`src/rtl/fixed_pkg.sv`:
```
// fixed_pkg: shared widths, FSM states and saturation constants for the 26.6 fixed-point units
package fixed_pkg;
  localparam int WIDTH = 32;
  localparam int FRAC_BITS = 6;
  localparam int N = WIDTH + FRAC_BITS;
  localparam int CW = $clog2(N);
  localparam logic [CW-1:0] CNT_INIT = CW'(N - 1);
  localparam logic [WIDTH-1:0] SAT_POS = 32'h7FFF_FFFF;
  localparam logic [WIDTH-1:0] SAT_NEG = 32'h8000_0000;
  typedef enum logic [1:0] {IDLE, ITERATE, FIX} state_t;
  function automatic logic [WIDTH-1:0] abs_val(input logic [WIDTH-1:0] x);
    return x[WIDTH-1] ? -x : x;
  endfunction
endpackage

```
`src/rtl/fixed_udiv_step.sv`:
```
// fixed_udiv_step: one combinational restoring-division step (rem, dvd, dsr) -> (rem', dvd')
module fixed_udiv_step
  import fixed_pkg::*;
(
  input  logic [WIDTH-1:0] i_rem,
  input  logic [N-1:0]     i_dvd,
  input  logic [WIDTH-1:0] i_dsr,
  output logic [WIDTH-1:0] o_rem,
  output logic [N-1:0]     o_dvd
);
  logic [WIDTH:0] w_trial;
  assign w_trial = {i_rem, i_dvd[N-1]} - {1'b0, i_dsr};
  assign o_rem = w_trial[WIDTH] ? {i_rem[WIDTH-2:0], i_dvd[N-1]} : w_trial[WIDTH-1:0];
  assign o_dvd = {i_dvd[N-2:0], ~w_trial[WIDTH]};
endmodule

```
`src/rtl/fixed_int26_6_div.sv`:
```
// fixed_int26_6_div: signed 26.6 sequential divider, (A<<6)/B, Ready/Stop operand and result channels
module fixed_int26_6_div
  import fixed_pkg::*;
(
  input  logic               clk,
  input  logic               srstn,
  input  logic               goValid,
  output logic               goStop,
  output logic               doneValid,
  input  logic               doneStop,
  input  logic               operandsReady,
  input  logic [2*WIDTH-1:0] operandsData,
  output logic               operandsStop,
  output logic               resultReady,
  output logic [WIDTH-1:0]   resultData,
  input  logic               resultStop
);
  state_t             r_state, w_state_nx;
  logic [2*WIDTH-1:0] r_op;
  logic               r_op_valid, r_sign_q, r_sign_a, r_div0, r_result_ready;
  logic [WIDTH-1:0]   r_rem, r_dsr, r_result, w_a, w_b, w_rem_nx, w_q;
  logic [N-1:0]       r_dvd, w_dvd_nx;
  logic [CW-1:0]      r_cnt;
  logic               w_load, w_write;
  assign goStop = doneStop;
  assign doneValid = goValid;
  assign w_a = r_op[WIDTH-1:0];
  assign w_b = r_op[2*WIDTH-1:WIDTH];
  assign operandsStop = r_op_valid & (r_state != IDLE);
  assign resultReady = r_result_ready;
  assign resultData = r_result;
  assign w_load = (r_state == IDLE) & r_op_valid;
  assign w_write = (r_state == FIX) & ~r_result_ready;
  assign w_q = r_div0 ? (r_sign_a ? SAT_NEG : SAT_POS)
                      : (r_sign_q ? -r_dvd[WIDTH-1:0] : r_dvd[WIDTH-1:0]);
  fixed_udiv_step u_step (
    .i_rem(r_rem),
    .i_dvd(r_dvd),
    .i_dsr(r_dsr),
    .o_rem(w_rem_nx),
    .o_dvd(w_dvd_nx)
  );
  always_comb begin
    w_state_nx = r_state;
    if (w_load) w_state_nx = ITERATE;
    else if (r_state == ITERATE && r_cnt == '0) w_state_nx = FIX;
    else if (w_write) w_state_nx = IDLE;
  end
  always_ff @(posedge clk) begin
    if (!srstn) begin
      r_state <= IDLE;
      r_op_valid <= 1'b0;
      r_result_ready <= 1'b0;
      r_cnt <= '0;
    end else begin
      r_state <= w_state_nx;
      if (!operandsStop) r_op_valid <= operandsReady;
      if (w_load) r_cnt <= CNT_INIT;
      else if (r_state == ITERATE && r_cnt != '0) r_cnt <= r_cnt - 1'b1;
      if (w_write) r_result_ready <= 1'b1;
      else if (r_result_ready && !resultStop) r_result_ready <= 1'b0;
    end
  end
  always_ff @(posedge clk) begin
    if (!operandsStop) r_op <= operandsData;
    if (w_load) begin
      r_sign_q <= w_a[WIDTH-1] ^ w_b[WIDTH-1];
      r_sign_a <= w_a[WIDTH-1];
      r_div0 <= (w_b == '0);
      r_rem <= '0;
      r_dvd <= {abs_val(w_a), {FRAC_BITS{1'b0}}};
      r_dsr <= abs_val(w_b);
    end else if (r_state == ITERATE) begin
      r_rem <= w_rem_nx;
      r_dvd <= w_dvd_nx;
    end
    if (w_write) r_result <= w_q;
  end
endmodule
```
`config.mk`:
```
export PLATFORM = sky130hd
export DESIGN_NAME = fixed_int26_6_div
export DESIGN_NICKNAME = d
export VERILOG_FILES = /design/src/rtl/fixed_pkg.sv /design/src/rtl/fixed_udiv_step.sv /design/src/rtl/fixed_int26_6_div.sv
export SDC_FILE = /design/constraint.sdc
export NUM_CORES = 1
export LEC_CHECK = 0
export CORE_MARGIN = 10
export CORE_UTILIZATION = 50
export CTS_BUF_LIST = sky130_fd_sc_hd__clkbuf_8
export DETAILED_ROUTE_END_ITERATION = 7
export PLACE_DENSITY = 0.71
export SLEW_MARGIN = 10
export SYNTH_ARGS = -nofsm -noshare
export SYNTH_HDL_FRONTEND = slang
export SYNTH_SLANG_ARGS = --single-unit
```
`constraint.sdc`:
```
create_clock -name clk -period 15 [get_ports clk]
set_input_delay 3 -clock clk [delete_from_list [all_inputs] [get_ports clk]]
set_output_delay 3 -clock clk [all_outputs]
set_load 0.01 [all_outputs]
```
Word-level counts from Yosys, hierarchy flattened

Cells that the tools add are included.

Output and inout bits: 36
Bits of input ports: 70
ROM bits: 0
Register bits after elaboration: 211
Bits in writable memories: 0
Memories kept: 0
Latch bits: 0
Word-level logic and storage cells: 60

Div/mod/pow operators: 0
$lt $le $gt $ge: 0
$add $sub $neg: 5
Reductions and logical operators: 15
Multiply operators: 0
Shift operators: 0
Equal/unequal tests: 2
Multiplexer cells: 15
Bitwise operators: 7

Operator list:

| operator                                                           | number |
|---|---|
| 32-bit two-way mux                                                 | 5 |
| 32-bit negator                                                     | 3 |
| 38-bit two-way mux                                                 | 2 |
| 33-bit by 32-bit subtractor with 33-bit output                     | 1 |
| 32-bit zero test                                                   | 1 |
| 31-bit two-way mux                                                 | 1 |
| 6-bit two-way mux                                                  | 2 |
| 2-bit nonzero test                                                 | 5 |
| 6-bit zero test                                                    | 1 |
| 6-bit nonzero test                                                 | 1 |
| 6-bit by 1-bit subtractor with 6-bit output, second input constant | 1 |
| 2-bit two-way mux                                                  | 2 |
| 1-bit AND                                                          | 3 |
| 1-bit logical AND                                                  | 3 |
| 1-bit two-way mux                                                  | 3 |
| 1-bit NOT                                                          | 3 |
| 3-bit nonzero test                                                 | 1 |
| 2-bit by 1-bit == test with 1-bit output, second input constant    | 1 |
| 2-bit == test, second input constant                               | 1 |
| 2-bit zero test                                                    | 1 |
| 2-bit OR reduction                                                 | 1 |
| 1-bit zero test                                                    | 1 |
| 1-bit XOR                                                          | 1 |

Longest topological paths before layout

Depth after elaboration: 5
Mapped depth: 13
Mapped depth without buffers: 12

Hierarchy

Synthesis repeated with hierarchy kept, for this count alone.

Cells, all modules: 1121
Area total of the unflattened synthesis: 11950.2 um2

By module, submodules not included:

| module            | cells an instance | area an instance (um2) | instances | seq. area each (um2) |
|---|---|---|---|---|
| fixed_int26_6_div | 779               | 9313.9                 | 1         | 5855.6 |
| fixed_udiv_step   | 342               | 2636.3                 | 1         | 0.0 |

Worst setup path after synthesis

No wires, ideal clock.

Path kind: register -> output
From: register r_state[0]
To: output port operandsStop
Setup slack: 6477 ps
Required time: 12000 ps
Data arrival time: 5523 ps
Buffers on the path: 0
Stages on the path, launching flop included: 3
Path through: dfxtp_1 > o21ai_0 > inv_1

Word-level cells in the longest chain between the ends: 2

RTL lines:

| item                     | RTL line                | text |
|---|---|---|
| start: declaration       | fixed_int26_6_div.sv:18 | `state_t r_state, w_state_nx;` |
| start signal: assignment | fixed_int26_6_div.sv:56 | `r_state <= w_state_nx;` |
| 2-bit nonzero test       | fixed_int26_6_div.sv:29 | `assign operandsStop = r_op_valid & (r_state != IDLE);` |
| 1-bit AND                | fixed_int26_6_div.sv:29 |  |
| end: declaration         | fixed_int26_6_div.sv:13 | `output logic operandsStop,` |

No other way between the ends.

Worst setup path in the final report

From: input port goValid
To: output port doneValid

RTL lines:

| item               | RTL line               | text |
|---|---|---|
| start: declaration | fixed_int26_6_div.sv:7 | `input logic goValid,` |
| end: declaration   | fixed_int26_6_div.sv:9 | `output logic doneValid,` |

No word-level cell between the ends.

==> flow_results.org <==
** Die
- Number of standard-cell rows in the floorplan :: 54
- Die Ht :: 169 µm
- Initial core utilization :: 0.509
- In this run the count of I/O pins placed on the die edge is 106.
- Chip width :: 169 µm
- Placeable core region :: 0.0219 mm²
- The die covers 0.0286 mm².

** Timing
- Worst slew slack as a fraction of its limit :: 0.230
- Subtracting the final worst setup slack from the clock period gives 6.00 ns.
- The clock arrives with 0.0271 ns of skew.
- Adding up every negative setup slack in the final design gives 0 ns.
- Setup repair after global routing left no endpoint under its margin.
- Share of the cycle needed by the critical path after routing :: 0.400
- The number of endpoints with negative hold slack in the final report was 0.
- Final hold slack :: 0.482 ns
- Number of pins with negative max-slew slack in the final report :: 0
- Setup violations remaining at the end of the flow were counted as 0.
- Top achievable clock speed :: 167 MHz
- At the pin with the least slew margin, the transition time is 1.15 ns.

** Finish
- Summing all multi-input logic gate instances after layout gives 0.00493 mm².
- Relative to the synthesized area, the layout overhead comes to 17.4%.
- Share of final-layout standard cells stronger than drive strength 1 :: 0.0646
- Count of inserted antenna diode cells :: 0
- Fillers :: 1876
- Share of the core filled with cells in the final layout :: 0.597
- The sequential cells in the finished layout cover a total of 0.00586 mm².
- At the end of the flow, the number of nets in the layout was 1258.
- Summing all non-filler instances in the final layout gives an area of 0.0131 mm².

** Synthesis
- Post-synthesis sequential area ratio :: 0.526
- Most common flop cell mapped by yosys :: sky130_fd_sc_hd__edfxtp_1
- Synthesis produced 1049 cells.
- Post-synthesis area per instance :: 10.6 µm²
- In the synthesized netlist, the cells that appear most often are sky130_fd_sc_hd__edfxtp_1, sky130_fd_sc_hd__nand2_1, sky130_fd_sc_hd__o21ai_0, sky130_fd_sc_hd__xor2_1, sky130_fd_sc_hd__a21oi_1.
- The cell area that synthesis handed to floorplanning was 0.0111 mm².
- Largest area contributor in the netlist :: sky130_fd_sc_hd__edfxtp_1
- Most instantiated library cell after synthesis :: sky130_fd_sc_hd__edfxtp_1
- Number of nets produced by synthesis :: 1157
- Distinct cells, synth :: 59
- For this run, asynchronously set or reset flops after synthesis account for 0.
- Total number of yosys warnings :: 0
- The share of synthesized area in the top cell type comes to 0.440.
- Register bit count reported by yosys :: 211
- Number of flops mapped to enable cells by yosys :: 163
- Leading cell types by total area after synthesis :: sky130_fd_sc_hd__edfxtp_1, sky130_fd_sc_hd__dfxtp_1, sky130_fd_sc_hd__xor2_1

** Pwr
- In this run the static leakage power is 4.90 nW.
- Power spread over the standard cell area amounts to 107 mW/mm².
- Worst supply voltage drop on vdd :: 67.1 µV

** Detailed routing
- The first detailed-routing pass took 5 iterations.
- In the final routed layout, each cell accounts on average for 16.0 µm.
- Residual DRC :: 0
- Drt first-iter violations :: 480
- The routed layout has 7974 vias.
- The routed design has 23300 µm of wire.
- Via-per-instance ratio :: 5.47
- The count of nets left with antenna violations once routing finished came out at 0.

** Critical path
- Max FO, Critical Path :: 1
- Terminus of the critical flop-to-flop path :: r_rem[23]$_SDFFE_PP0P_
- Data on the critical path is required at its endpoint by 12.00 ns.
- The worst setup path is launched from an input port.
- The critical path in this run is classified as in2out.
- Startpoint of the most critical register-to-register path :: r_dsr[0]$_DFFE_PP_
- STA classifies the critical path endpoint as a primary output.
- STA puts the critical path data arrival time at 3.00 ns.
- Across all register-to-register paths, the minimum setup slack is 10.78 ns.
- Logic depth of the worst register-to-register path :: 11

** Hold path
- The path with the worst hold slack has its endpoint at r_rem[26]$_SDFFE_PP0P_.
- Along the worst hold path, the cell count comes to 2.
- The tightest min-delay check is of the reg2reg type.
- Startpoint of the worst hold path :: r_rem[26]$_SDFFE_PP0P_

** Clock network
- Maximum clock path buffer count :: 3
- The number of gates resized after CTS was 0.
- Clk pin slew, worst setup/hold paths :: 0.06 ns
- Clock tree synthesis inserted a total of 36 buffers.
- The tree is rooted in a sky130_fd_sc_hd__clkbuf_8.
- CTS tree :: done
- # hold bufs at CTS :: 0
- Once the clock tree was built, the setup fixing pass inserted 0 buffers.
- The H-tree was split into 2 levels.
- Clock latency on the worst-skew pair :: 0.53 ns
- Total number of clock tree sinks :: 211

** GRT
- The initial antenna violation count is 0.
- Met3 track utilization from global routing :: 0.0359
- In the global route stage, overall resource usage came out at 0.158.
- For met2 alone, demand over resource in global routing was 0.240.
- The first global-routing pass estimated 38100 µm of wire.
- Maximum number of pins on one net before global-route repair :: 66
- The number of global-route vias before repair is 7714.
- Global Route met1 Usage :: 0.223
- Overflow left after global routing :: 0
- In this run the most used layer during global routing was met2.

** Placement
- Placed Instance Area :: 0.0124 mm²
- Once detailed placement completed, the half-perimeter wirelength came to 16800 µm.
- IO buf count :: 101
- The congestion estimate from routability-driven global placement came to 0.866.

** Run
- Max-cap violations in this run came to 0.

** Outcome
- Result of the run :: completed
## power breakdown
part           switching [W]  internal (W)
clock network       0.000224      0.000251
registers          0.0000428      0.000689
logic               0.000107     0.0000865
total               0.000374       0.00103
## cell families (layout without fill, tap and decap cells)
group,count (synthesis),in the layout,share of synthesized area
AO/OA/AOI/OAI,276,276,0.150
AND/OR/NAND/NOR,273,273,0.121
flip-flops,211,211,0.526
XOR/XNOR,121,121,0.0952
buffers and inverters,96,224,0.0340
adder cells (fa/ha/maj),38,38,0.0434
multiplexers,34,34,0.0307
## stage by stage
stage | instances | power [W] | worst slack (ns)
final | 1457 | 0.00140 | 9.00
after global placement | 1392 | 0.000931 | 9.00
after detailed placement | 1392 | 0.000937 | 9.00
after global routing | 1457 | 0.00147 | 9.00
after floorplan | 1049 | 0.000867 | 6.48
after CTS | 1457 | 0.00142 | 9.00
## layout make-up
cell class,instances,share of cell area
Tap cell,280,0.0268
Timing Repair Buffer,109,0.0819
Clock inverter,24,0.00833
Multi-Input combinational cell,742,0.377
Sequential cell,211,0.448
Inverter,50,0.0144
Clock buffer,41,0.0432
## metal layers
| metal | vias to the layer above | routed length (µm) |
|---|---|---|
| met5 | - | 0 |
| met4 | 0 | 373 |
| met3 | 36 | 1160 |
| met2 | 174 | 10200 |
| met1 | 3733 | 11600 |
| li1 | 4031 | - |
## state kept, by name (all words and copies together), names as in the netlist, 2 cells and up
name        count
r_cnt           6
resultData     32
r_op           64
r_dvd          38
r_state         2
r_rem          32
r_dsr          32
## cell usage in the layout (no fill, tap or decap), types with 3 or more instances in the layout
master                            count
sky130_fd_sc_hd__o31ai_1             34
sky130_fd_sc_hd__nand4_1              6
sky130_fd_sc_hd__xor2_1              69
sky130_fd_sc_hd__a31oi_1              8
sky130_fd_sc_hd__nor4_1               7
sky130_fd_sc_hd__nand3_1             32
sky130_fd_sc_hd__or4_4                4
sky130_fd_sc_hd__a21o_1              17
sky130_fd_sc_hd__o41ai_1              9
sky130_fd_sc_hd__nand2b_1            11
sky130_fd_sc_hd__xnor2_1             52
sky130_fd_sc_hd__or2_2                6
sky130_fd_sc_hd__clkbuf_8            41
sky130_fd_sc_hd__inv_1               69
sky130_fd_sc_hd__o21a_1               5
sky130_fd_sc_hd__clkdlybuf4s50_1    101
sky130_fd_sc_hd__o211ai_1             3
sky130_fd_sc_hd__or4_1               12
sky130_fd_sc_hd__nor2_1              34
sky130_fd_sc_hd__mux2i_1             33
sky130_fd_sc_hd__ha_1                37
sky130_fd_sc_hd__or3_1                8
sky130_fd_sc_hd__dfxtp_1             48
sky130_fd_sc_hd__nor2b_1              9
sky130_fd_sc_hd__and2_1               3
sky130_fd_sc_hd__edfxtp_1           163
sky130_fd_sc_hd__a211oi_1             4
sky130_fd_sc_hd__a21boi_0             5
sky130_fd_sc_hd__a21oi_1             60
sky130_fd_sc_hd__nand2_1            119
sky130_fd_sc_hd__buf_4                8
sky130_fd_sc_hd__nor3_1               8
sky130_fd_sc_hd__o21ai_0            114
## how the worst max path moves through the flow
stage / startpoint / endpoint / depth (start not counted)
5_1_grt: goValid / doneValid / 0
2_1_floorplan: r_state[0]$_SDFFE_PN0P_ / operandsStop / 2
4_1_cts: goValid / doneValid / 0
3_3_place_gp: goValid / doneValid / 0
6_report: goValid / doneValid / 0
3_5_place_dp: goValid / doneValid / 0
Note: power is estimated with default switching activity, not from simulation.
